`config.mk`:
```
export PLATFORM = sky130hd
export DESIGN_NAME = spm_driver_flat
export DESIGN_NICKNAME = d
export VERILOG_FILES = /design/src/rtl/spm_pkg.sv /design/src/rtl/spm_driver_if.sv /design/src/rtl/spm_driver.sv /design/src/flat_wrapper.sv
export SDC_FILE = /design/constraint.sdc
export NUM_CORES = 1
export LEC_CHECK = 0
export BUFFER_PORTS_ARGS = -buffer_cell sky130_fd_sc_hd__clkbuf_2
export CAP_MARGIN = 20
export CELL_PAD_IN_SITES_DETAIL_PLACEMENT = 2
export CELL_PAD_IN_SITES_GLOBAL_PLACEMENT = 2
export CORE_ASPECT_RATIO = 2
export CORE_MARGIN = 5
export CORE_UTILIZATION = 37
export CTS_CLUSTER_SIZE = 40
export DETAILED_ROUTE_END_ITERATION = 10
export GPL_TIMING_DRIVEN = 0
export PLACE_DENSITY = 0.87
export SETUP_SLACK_MARGIN = 0.02
export SKIP_CTS_REPAIR_TIMING = 1
export SYNTH_ARGS = -nofsm -noshare
export SYNTH_HDL_FRONTEND = slang
export SYNTH_SLANG_ARGS = --single-unit
```
`constraint.sdc`:
```
create_clock -name clk -period 7.7 [get_ports clk]
set_clock_uncertainty 0.05 [all_clocks]
set_input_delay 0.77 -clock clk [delete_from_list [all_inputs] [get_ports clk]]
set_output_delay 0.77 -clock clk [all_outputs]
set_load 0.03 [all_outputs]
```
`src/rtl/spm_pkg.sv`:
```
// Shared types and sizing helpers for the spm host-side driver.
package spm_pkg;

    typedef enum logic [1:0] {
        IDLE = 2'd0,
        CLR  = 2'd1,
        RUN  = 2'd2,
        DONE = 2'd3
    } state_t;

    localparam int DEF_SIZE    = 32;
    localparam int DEF_SPM_LAT = 1;

    // Sizes for the default configuration.
    localparam int PROD_W  = 2 * DEF_SIZE;
    localparam int RUN_CYC = 2 * DEF_SIZE + DEF_SPM_LAT;

    // Product width for a given operand width.
    function automatic int prod_w(input int size);
        return 2 * size;
    endfunction

    // RUN length: every product bit plus the spm pipeline latency.
    function automatic int run_cyc(input int size, input int lat);
        return 2 * size + lat;
    endfunction

    // Bits needed to count 0..n-1 (never less than one bit).
    function automatic int cnt_w(input int n);
        return (n > 1) ? $clog2(n) : 1;
    endfunction

endpackage

```
`src/rtl/spm_driver_if.sv`:
```
// Operand/product handshake bundle between a host and spm_driver.
interface spm_driver_if import spm_pkg::*; #(
    parameter int SIZE = DEF_SIZE
);
    logic                      in_valid;
    logic                      in_ready;
    logic [SIZE-1:0]           a;
    logic [SIZE-1:0]           b;
    logic                      out_valid;
    logic                      out_ready;
    logic [prod_w(SIZE)-1:0]   prod;

    // Host side: offers operands, accepts products.
    modport master (
        output in_valid, a, b, out_ready,
        input  in_ready, out_valid, prod
    );

    // Driver side.
    modport slave (
        input  in_valid, a, b, out_ready,
        output in_ready, out_valid, prod
    );
endinterface

```
`src/rtl/spm_driver.sv`:
```
// Host-side controller for spm: loads an operand pair, clears spm for one
// cycle, streams the multiplier bits, and reassembles the serial product.
module spm_driver import spm_pkg::*; #(
    parameter int SIZE    = DEF_SIZE,
    parameter int SPM_LAT = DEF_SPM_LAT
) (
    input  logic            clk,
    input  logic            rst,
    spm_driver_if.slave     bus,
    output logic            spm_rst,
    output logic [SIZE-1:0] spm_x,
    output logic            spm_y,
    input  logic            spm_p
);
    localparam int PW   = prod_w(SIZE);
    localparam int NRUN = run_cyc(SIZE, SPM_LAT);
    localparam int CW   = cnt_w(NRUN + 1);
    localparam logic [CW-1:0] CNT_LAST = CW'(NRUN - 1);
    localparam logic [CW-1:0] CNT_CAP  = CW'(SPM_LAT);

    state_t          state;
    state_t          state_nx;
    logic [SIZE-1:0] a_q;
    logic [SIZE-1:0] b_sh;
    logic [CW-1:0]   cnt;
    logic [PW-1:0]   prod_q;

    assign spm_x    = a_q;
    assign bus.prod = prod_q;

    // Next state and handshake outputs; b_sh is sign-filled once the
    // multiplier runs out, so spm_y carries the sign extension for free.
    always_comb begin
        state_nx      = state;
        bus.in_ready  = 1'b0;
        bus.out_valid = 1'b0;
        spm_y         = 1'b0;
        case (state)
            IDLE: begin
                bus.in_ready = 1'b1;
                if (bus.in_valid) state_nx = CLR;
            end
            CLR: state_nx = RUN;
            RUN: begin
                spm_y = b_sh[0];
                if (cnt == CNT_LAST) state_nx = DONE;
            end
            DONE: begin
                bus.out_valid = 1'b1;
                if (bus.out_ready) state_nx = IDLE;
            end
            default: state_nx = IDLE;
        endcase
    end

    // State, operand registers, run counter and product shift register.
    // spm_rst is high exactly for the CLR cycle so leftover spm state from
    // a previous product never leaks into the next one.
    always_ff @(posedge clk or posedge rst) begin
        if (rst) begin
            state   <= IDLE;
            spm_rst <= 1'b1;
            a_q     <= '0;
            b_sh    <= '0;
            cnt     <= '0;
            prod_q  <= '0;
        end else begin
            state   <= state_nx;
            spm_rst <= (state_nx == CLR);
            case (state)
                IDLE: begin
                    if (bus.in_valid) begin
                        a_q  <= bus.a;
                        b_sh <= bus.b;
                    end
                end
                CLR: cnt <= '0;
                RUN: begin
                    cnt  <= cnt + 1'b1;
                    b_sh <= {b_sh[SIZE-1], b_sh[SIZE-1:1]};
                    // First SPM_LAT cycles of spm_p are pipeline fill.
                    if (cnt >= CNT_CAP) prod_q <= {spm_p, prod_q[PW-1:1]};
                end
                default: ;
            endcase
        end
    end
endmodule

```
`src/flat_wrapper.sv`:
```
// flat-port wrapper written by rule: the top's interface ports become plain ports
module spm_driver_flat import spm_pkg::*;
#(
    parameter int SIZE    = DEF_SIZE,
    parameter int SPM_LAT = DEF_SPM_LAT
)
  (clk, rst, spm_rst, spm_x, spm_y, spm_p, bus_in_valid, bus_a, bus_b, bus_out_ready, bus_in_ready, bus_out_valid, bus_prod);
  spm_driver_if #(.SIZE(SIZE)) bus_i ();
  input  logic clk;
  input  logic rst;
  output logic spm_rst;
  output logic [SIZE-1:0] spm_x;
  output logic spm_y;
  input  logic spm_p;
  input wire logic [$bits(bus_i.in_valid)-1:0] bus_in_valid;
  input wire logic [$bits(bus_i.a)-1:0] bus_a;
  input wire logic [$bits(bus_i.b)-1:0] bus_b;
  input wire logic [$bits(bus_i.out_ready)-1:0] bus_out_ready;
  output wire logic [$bits(bus_i.in_ready)-1:0] bus_in_ready;
  output wire logic [$bits(bus_i.out_valid)-1:0] bus_out_valid;
  output wire logic [$bits(bus_i.prod)-1:0] bus_prod;
  assign bus_i.in_valid = bus_in_valid;
  assign bus_i.a = bus_a;
  assign bus_i.b = bus_b;
  assign bus_i.out_ready = bus_out_ready;
  assign bus_in_ready = bus_i.in_ready;
  assign bus_out_valid = bus_i.out_valid;
  assign bus_prod = bus_i.prod;
  spm_driver #(.SIZE(SIZE), .SPM_LAT(SPM_LAT)) u_core (.clk(clk), .rst(rst), .bus(bus_i), .spm_rst(spm_rst), .spm_x(spm_x), .spm_y(spm_y), .spm_p(spm_p));
endmodule
```
==> run metrics, run 1 <==
Worst-path clk slew=~0.060 ns; Gate Count Post-Synth=roughly 400; HPWL Detailed=roughly 12000 um; CTS tree=done; Max-cap violations=0; Yosys reg bits=~140; synthesized area=approximately 0.0058 mm^2; pwr dens=210 mW/mm^2; sequential power share=0.481; leading area contributor after synthesis=dfrtp_1; CP max-delay cell=buf_1; Avg WL per Cell=20.6 um; Inst Count DP=769; Synth area leaders=dfrtp_1 (59%), mux2_2 (11%), mux2_4 (10%); largest net degree at the start of global routing=98; Syn Nets=between 400 and 500; Final period util=0.425; DRC Markers=0; asr flop ratio synth=1.00; DRT Pass-1 Iters=4; internal power=about 1.2 mW; max frequency=approximately 0.31 GHz; EDFF count, synth=0; CTS max path bufs=2; Worst Path Arrival=around 2.5 ns; Inserted Diodes=0; Net Sw Frac=0.244; Synth Flop Type=dfrtp_1; layout cells sized above 1=0.512; top cell type's share of synthesized area=0.591; non-filler instance count after layout=roughly 800; Fin Setup TNS=0 ns; via count=slightly below 4000; count of final setup violators=0; Total Power=between 1.5 and 2 mW; RSZ-0062 raised after global routing=false; Net Switching=381 uW; CTS Buf Count=17; Die Wd=98.6 um; Clock Latency Late Sink=roughly 0.42 ns; Tightest Pin Transition=roughly 0.58 ns; Vias/cell=slightly below 5; DRT iter0 DRCs=63; H-Tree Depth=4; critical path class=flop to primary output; area grow syn2layout=28.2%; Root Driver=clkbuf_16; CP Capture Type=primary output; Logic pwr share=0.060; critical path startpoint category=flop; P_leak=a little under 4 nW; Final Instance Area=between 0.007 and 0.008 mm^2; CP Data Required Time=between 6 and 7 ns; Slew Viols, Final=0; fin nets=approximately 670; vias in the first global route=about 4800; GRT overflow=0; outcome=finished clean; Total Routing Usage GR=0.186; global-route wire length before repair=about 26000 um; worst hold path type=input pin to async pin; Chip Height=roughly 190 um; initial antenna violation count=0; initial core utilization=0.378; placer's final routability congestion estimate=0.779; Rel. slew slack=0.605; port bufs=168; core area=roughly 0.015 mm^2; Critical Path Max Stage Delay=roughly 0.48 ns; clk sinks=about 140; final count of hold timing violations=0; Die Area=~0.018 mm^2; sequence of cells on the critical path=inv_1 > ha_1 > buf_2 > buf_1 > and2_1 > clkbuf_2; Netlist cell types=32; total routed wirelength=roughly 16000 um; critical path peak fanout=10; min cycle time layout=~3.3 ns; I/O pin cnt=~170; Yosys warning count=0; Fillers=roughly 1600; sequential area share after synthesis=0.595; Area after DPL=0.00693 mm^2; Buf/Inv on CP=4; maximum VDD drop=0.155 mV; row cnt=64; power share of the clock group=0.459; Detail Route Antenna Nets=0; Syn Area/Cell=roughly 14 um^2; CP top delay family=buffers and inverters
## worst register-to-register path: stages (launching register included)
cell     delay, ns
dfrtp_1       0.40
inv_1         0.10
ha_1          0.18
or4_1         0.46
o21ai_4       0.46
buf_8         0.21
mux2_2        0.36
## synthesized netlist by cell type, drive strengths merged (2+ instances only)
library cell and count:
mux2i 34, nor2 2, o31ai 2, or4 4, a21oi 2, nand3 3, ha 7, buf 10
o2bb2ai 2, o21ai 35, mux2 96, inv 7, clkbuf 10, nor2b 3, nand2 37, dfrtp 137
## flip-flops by register name (all words and copies together) (netlist names)
register / count
u_core.b_sh: 32
u_core.bus.prod: 64
u_core.cnt: 7
u_core.spm_rst: 1
u_core.spm_x: 32
u_core.state: 2
## cell type report
class                      instances  area [um^2]  share of cell area
tap                              198          248              0.0333
inverter                           7         31.3             0.00420
buffer                            20          146              0.0197
multi-input combinational        237         2180               0.293
timing repair buffer             169          868               0.117
sequential                       138         3450               0.464
clock inverter                    13         81.3              0.0109
clock buffer                      19          433              0.0582
## through the flow
stage | hold slack (ns) | setup WS [ns] | utilization
final | 0.303 | 4.43 | 0.484
after global routing | 0.325 | 4.19 | 0.484
after CTS | 0.305 | 4.35 | 0.484
after detailed placement | 0.418 | 4.83 | 0.450
after global placement | 0.410 | 1.77 | 0.448
after floorplan | 0.392 | 3.19 | -
## routing by layer
layer / track usage / share of wire / up-vias / wire [um]
li1: - / - / 1788 / -
met1: 0.177 / 0.33 / 2010 / 5520
met2: 0.366 / 0.60 / 115 / 9880
met3: 0.0411 / 0.035 / 30 / 584
met4: 0.0826 / 0.032 / 0 / 522
met5: 0 / 0 / - / 0
## worst paths after layout
path,from,end,slack [ns],cells after the start
min,rst,u_core.bus.prod[50],0.30,2
max reg2reg,u_core.cnt[1],u_core.bus.prod[36],5.35,6
min in group clk,u_core.b_sh[0],u_core.b_sh[0],0.43,2
min reg2reg,u_core.b_sh[0],u_core.b_sh[0],0.43,2
max in group asynchronous,rst,u_core.b_sh[25],6.46,3
max,u_core.state[0],spm_y,4.43,6
## power groups by stage
stage                     Combinational, mW  Clock [mW]  Sequential (mW)
final                                0.0938       0.717            0.750
after global routing                  0.101       0.775            0.752
after CTS                            0.0967       0.735            0.751
after detailed placement             0.0957           0            0.763
after global placement               0.0896           0            0.762
after floorplan                      0.0261           0            0.786
## kinds of logic after synthesis
kind of cell / share of synthesized area
buffers and inverters: 0.0297
AND/OR/NAND/NOR: 0.0423
AO/OA/AOI/OAI: 0.0455
adder cells (fa/ha/maj): 0.0151
XOR/XNOR: 0.00151
multiplexers: 0.271
flip-flops: 0.595
## layout by cell type, fill, tap and decap left out, types with 5 or more instances in the layout
cell type / n
buf_8: 6
dfrtp_1: 137
o21ai_0: 34
mux2i_1: 34
clkbuf_2: 168
clkbuf_16: 17
ha_1: 7
clkinv_2: 7
nand2_1: 37
clkbuf_1: 12
clkinvlp_4: 5
inv_1: 6
mux2_4: 40
mux2_2: 56
(Power assumes the default switching activity.)
==> run 2: changes to the inputs <==
--- a/config.mk
+++ b/config.mk
@@ -11,11 +11,11 @@
 export CELL_PAD_IN_SITES_GLOBAL_PLACEMENT = 2
 export CORE_ASPECT_RATIO = 2
 export CORE_MARGIN = 5
-export CORE_UTILIZATION = 37
+export CORE_UTILIZATION = 31
 export CTS_CLUSTER_SIZE = 40
 export DETAILED_ROUTE_END_ITERATION = 10
 export GPL_TIMING_DRIVEN = 0
-export PLACE_DENSITY = 0.87
+export PLACE_DENSITY = 0.78
 export SETUP_SLACK_MARGIN = 0.02
 export SKIP_CTS_REPAIR_TIMING = 1
 export SYNTH_ARGS = -nofsm -noshare
==> constraint.sdc (replaced) <==
create_clock -name clk -period 2.75 [get_ports clk]
set_clock_uncertainty 0.05 [all_clocks]
set_input_delay 0.275 -clock clk [delete_from_list [all_inputs] [get_ports clk]]
set_output_delay 0.275 -clock clk [all_outputs]
set_load 0.03 [all_outputs]
==> run metrics, run 2 (synthesis results as in run 1) <==
outcome=finished clean (unchanged); most frequent cells in the layout=clkbuf_2 (168), dfrtp_1 (137), mux2_2 (56) (unchanged); Detail Route Antenna Nets=0 (unchanged); CP Capture Type=primary output (unchanged); Chip Height=204 um (was 187 um); maximum VDD drop=0.311 mV (was 0.155 mV); Die Area=0.0217 mm^2 (was 0.0184 mm^2); area grow syn2layout=30.0% (was 28.2%); global-route wire length before repair=25000 um (was 26500 um); CP startpoint=u_core.state[0] (unchanged); largest net degree at the start of global routing=45 (was 98); worst setup margin=0.328 ns (was 4.43 ns); clk sinks=138 (unchanged); critical path startpoint category=flop (unchanged); core area=0.0184 mm^2 (was 0.0154 mm^2); worst hold path type=input pin to flop (was input pin to async pin); Clock Latency Late Sink=0.42 ns (about the same); Tightest Pin Transition=0.663 ns (was 0.576 ns); total routed wirelength=15500 um (was 16500 um); commonest non-fill, non-tap cell in the layout=clkbuf_2 (unchanged); fin nets=668 (was 666); Avg WL per Cell=18.9 um (was 20.6 um); row cnt=70 (was 64); R2R Path Start=u_core.cnt[1] (unchanged); Final period util=0.881; critical path class=flop to primary output (unchanged); DRT Pass-1 Iters=4 (unchanged); post-place setup slack=0.351 ns (was 4.83 ns); CP max-delay cell=buf_2 (was buf_1); Fin Setup TNS=0 ns (unchanged); pwr dens=599 mW/mm^2 (was 210 mW/mm^2); via count=3989 (was 3943); HP Start=bus_a[18]; initial core utilization=0.316 (was 0.378); max frequency=a little over 0.4 GHz; Buf/Inv on CP=3 (was 4); initial antenna violation count=0 (unchanged); vias in the first global route=4723 (was 4754); DRT iter0 DRCs=110 (was 63); CP top delay family=buffers and inverters (unchanged); critical path peak fanout=19 (was 10); DRC Markers=0 (unchanged); P_leak=3.98 nW (was 3.95 nW); Root Driver=clkbuf_16 (unchanged); Worst-path clk slew=0.06 ns (about the same); count of final setup violators=0 (unchanged); layout cells sized above 1=0.514 (was 0.512); H-Tree Depth=4 (unchanged); Inserted Diodes=0 (unchanged); CTS tree=done (unchanged); Max-cap violations=0 (unchanged); Die Wd=107 um (was 98.6 um); GRT overflow=0 (unchanged); Worst Path Arrival=2.10 ns (was 2.45 ns); max reg flops=64 (unchanged); Rel. slew slack=0.558 (was 0.605); port bufs=168 (unchanged); placer's final routability congestion estimate=0.744 (was 0.779); min cycle time layout=2.42 ns; Slew Viols, Final=0 (unchanged); final count of hold timing violations=0 (unchanged); Total Routing Usage GR=0.149 (was 0.186); Critical Path Max Stage Delay=0.47 ns (was 0.48 ns); HPWL Detailed=11900 um (was 12400 um); RSZ-0062 raised after global routing=false (unchanged); Fillers=1916 (was 1553); CP Data Required Time=2.42 ns (was 6.88 ns); sequence of cells on the critical path=inv_1 > ha_1 > buf_2 > and2_1 > clkbuf_2 (was inv_1 > ha_1 > buf_2 > buf_1 > and2_1 > clkbuf_2); I/O pin cnt=169 (unchanged); Vias/cell=4.86 (was 4.92); CTS max path bufs=2 (unchanged); CTS Buf Count=17 (unchanged)
## run 2: changes by cell type in the layout (fill, tap and decap cells not counted), sizes merged
cell	change
buf	+1
bufinv	+1
clkbuf	+2
clkinv	-2
dlygate4sd3	+1
inv	-1
## run 2: worst register-to-register path, cell delays in order (launching register included)
cell and delay (ns):
dfrtp_1 0.41, inv_1 0.10, ha_1 0.18, or4_1 0.46
o21ai_4 0.49, buf_8 0.22, mux2_2 0.35
## run 2: layer usage
layer	up-vias	track usage	wire length [um]
met4	0	0.0722	542
met5	-	0	0
met1	2039	0.140	5300
met2	128	0.289	9050
met3	32	0.0380	631
li1	1790	-	-
## run 2: report_power, final
part | switching, mW | internal [mW]
registers | 0.0315 | 2.07
logic | 0.159 | 0.105
clock network | 0.870 | 1.29
## run 2: path summary, 6_finish.rpt
path,to,slack [ns],cells past startpoint
setup / recovery,spm_y,0.33,5
max in group asynchronous,u_core.spm_rst,1.40,5
hold / removal,u_core.spm_x[18],0.04,2
setup reg to reg,u_core.bus.prod[20],0.38,6
hold reg to reg,u_core.b_sh[3],0.43,2
min in group asynchronous,u_core.spm_x[20],0.38,3
## run 2: layout make-up
cell class	instances	area, um^2	area share
clock inverters	11	97.6	0.0129
inverters	7	30.0	0.00398
multi-input cells	237	2180	0.289
well taps	216	270	0.0358
clock buffers	21	460	0.0610
repair buffers	172	911	0.121
flip-flops and latches	138	3450	0.458
plain buffers	19	143	0.0189
## run 2: per-stage QoR
stage / cell area [um^2] / std cells / utilization / power (mW) / hold WS [ns]
2_1_floorplan: 5810 / 402 / - / 2.27 / 0.374
3_3_place_gp: 6920 / 786 / 0.376 / 2.38 / 0.407
3_5_place_dp: 6980 / 789 / 0.379 / 2.41 / 0.240
4_1_cts: 7540 / 821 / 0.410 / 4.61 / -0.207
5_1_grt: 7540 / 821 / 0.410 / 4.74 / 0.0217
6_report: 7540 / 821 / 0.410 / 4.52 / 0.0372
==> run 3: changes to the inputs <==
--- a/config.mk
+++ b/config.mk
@@ -15,7 +15,8 @@
 export CTS_CLUSTER_SIZE = 40
 export DETAILED_ROUTE_END_ITERATION = 10
 export GPL_TIMING_DRIVEN = 0
-export PLACE_DENSITY = 0.78
+export PLACE_DENSITY = 0.81
+export REMOVE_ABC_BUFFERS = 1
 export SETUP_SLACK_MARGIN = 0.02
 export SKIP_CTS_REPAIR_TIMING = 1
 export SYNTH_ARGS = -nofsm -noshare
==> run metrics, run 3 (synthesis results as in run 1) <==
outcome=finished clean (unchanged); placer's final routability congestion estimate=0.732 (was 0.744); pwr dens=642 mW/mm^2 (was 599 mW/mm^2); fin util=0.412 (was 0.410); max frequency=0.390 GHz (was 0.413 GHz); RSZ-0062 raised after global routing=false (unchanged); CP Data Required Time=2.99 ns (was 2.42 ns); Clock Latency Late Sink=0.41 ns (was 0.42 ns); via count=3850 (was 3989); Inst Count DP=772 (was 789); Die Area=0.0217 mm^2 (unchanged); layout cells sized above 1=0.523 (was 0.514); Total Power=4.86 mW (was 4.52 mW); H-Tree Depth=4 (unchanged); Rel. slew slack=0.396 (was 0.558); row cnt=70 (unchanged); worst hold path type=input pin to flop (unchanged); final count of hold timing violations=0 (unchanged); CP startpoint=u_core.cnt[1] (was u_core.state[0]); Chip Height=204 um (unchanged); DRC Markers=0 (unchanged); post-place setup slack=0.174 ns (was 0.351 ns); worst setup margin=0.188 ns (was 0.328 ns); clk sinks=138 (unchanged); Inserted Diodes=0 (unchanged); I/O pin cnt=169 (unchanged); CP Capture Type=flop (was primary output); commonest non-fill, non-tap cell in the layout=clkbuf_2 (unchanged); Total Routing Usage GR=0.150 (was 0.149); critical path startpoint category=flop (unchanged); count of final setup violators=0 (unchanged); critical path class=flop to flop (was flop to primary output); vias in the first global route=4658 (was 4723); non-filler instance count after layout=805 (was 821); Worst Path Arrival=2.81 ns (was 2.10 ns); Root Driver=clkbuf_16 (unchanged); core area=0.0184 mm^2 (unchanged); most frequent cells in the layout=clkbuf_2 (168), dfrtp_1 (137), mux2_2 (56) (unchanged); maximum VDD drop=0.359 mV (was 0.311 mV); R2R Path Start=u_core.cnt[1] (unchanged); largest net degree at the start of global routing=76 (was 45); initial core utilization=0.316 (unchanged); Avg WL per Cell=19.2 um (was 18.9 um); global-route wire length before repair=25400 um (was 25000 um); P_leak=4.01 nW (was 3.98 nW); Detail Route Antenna Nets=0 (unchanged); HPWL Detailed=11400 um (was 11900 um); Final period util=0.931 (was 0.881); min cycle time layout=2.56 ns (was 2.42 ns); Die Wd=107 um (unchanged); CTS tree=done (unchanged); area grow syn2layout=30.5% (was 30.0%); GRT overflow=0 (unchanged); CTS Buf Count=17 (unchanged); Vias/cell=4.78 (was 4.86); max reg flops=64 (unchanged); Max-cap violations=0 (unchanged); initial antenna violation count=0 (unchanged); DRT Pass-1 Iters=4 (unchanged); Slew Viols, Final=0 (unchanged); Worst-path clk slew=0.06 ns (about the same); DRT iter0 DRCs=53 (was 110); fin nets=652 (was 668); HP Start=bus_a[4] (was bus_a[18]); CTS max path bufs=2 (unchanged); critical path peak fanout=24 (was 19); port bufs=168 (unchanged); WHS=0.0391 ns (was 0.0372 ns); total routed wirelength=15500 um (about the same); Tightest Pin Transition=0.903 ns (was 0.663 ns)
run 3: cell count changes in the layout (fill, tap and decap cells not counted), moves of 3 or more:
cell	change
buf_8	-6
buf_2	-3
clkinvlp_4	-4
clkbuf_1	-10
bufinv_16	+3
run 3: path summary, 6_finish.rpt:
path	endpoint	slack, ns	cells after the start
max in group asynchronous	u_core.bus.prod[32]	1.40	4
max	u_core.bus.prod[31]	0.19	8
min	u_core.spm_x[4]	0.04	2
max reg2reg	u_core.bus.prod[31]	0.19	8
min in group asynchronous	u_core.state[1]	0.46	3
min reg2reg	u_core.b_sh[30]	0.44	2
run 3: worst max-delay path, cell delays in order (launching register included):
cell     delay, ns
dfrtp_1       0.39
inv_1         0.09
ha_1          0.20
or4_1         0.45
o21ai_4       0.22
buf_12        0.24
buf_12        0.23
buf_16        0.19
mux2_2        0.35
run 3: final cells by class:
type / instances / area [um^2]
clock inverters: 10 / 164
well taps: 216 / 270
fillers: 1897 / 10800
multi-input cells: 237 / 2190
repair buffers: 175 / 986
inverters: 7 / 31.3
flip-flops and latches: 138 / 3450
clock buffers: 22 / 474
run 3: routing by layer:
layer | track usage | part of all wire | up-vias
met4 | 0.0631 | 0.025 | 0
met3 | 0.0485 | 0.060 | 23
met2 | 0.284 | 0.57 | 125
met5 | 0 | 0 | -
met1 | 0.145 | 0.34 | 1952
li1 | - | - | 1750
run 3: report_power, final:
group	total [mW]	switching (mW)	internal [mW]
sequential	2.10	0.0312	2.07
clock	2.50	0.906	1.60
combinational	0.264	0.163	0.101
total	4.86	1.10	3.76
run 3: through the flow:
step                cell area (um^2)  setup TNS (ns)
floorplan                       5660         -259.20
global placement                6770         -579.34
detailed placement              6930               0
CTS                             7560               0
global route                    7570               0
finish                          7570               0
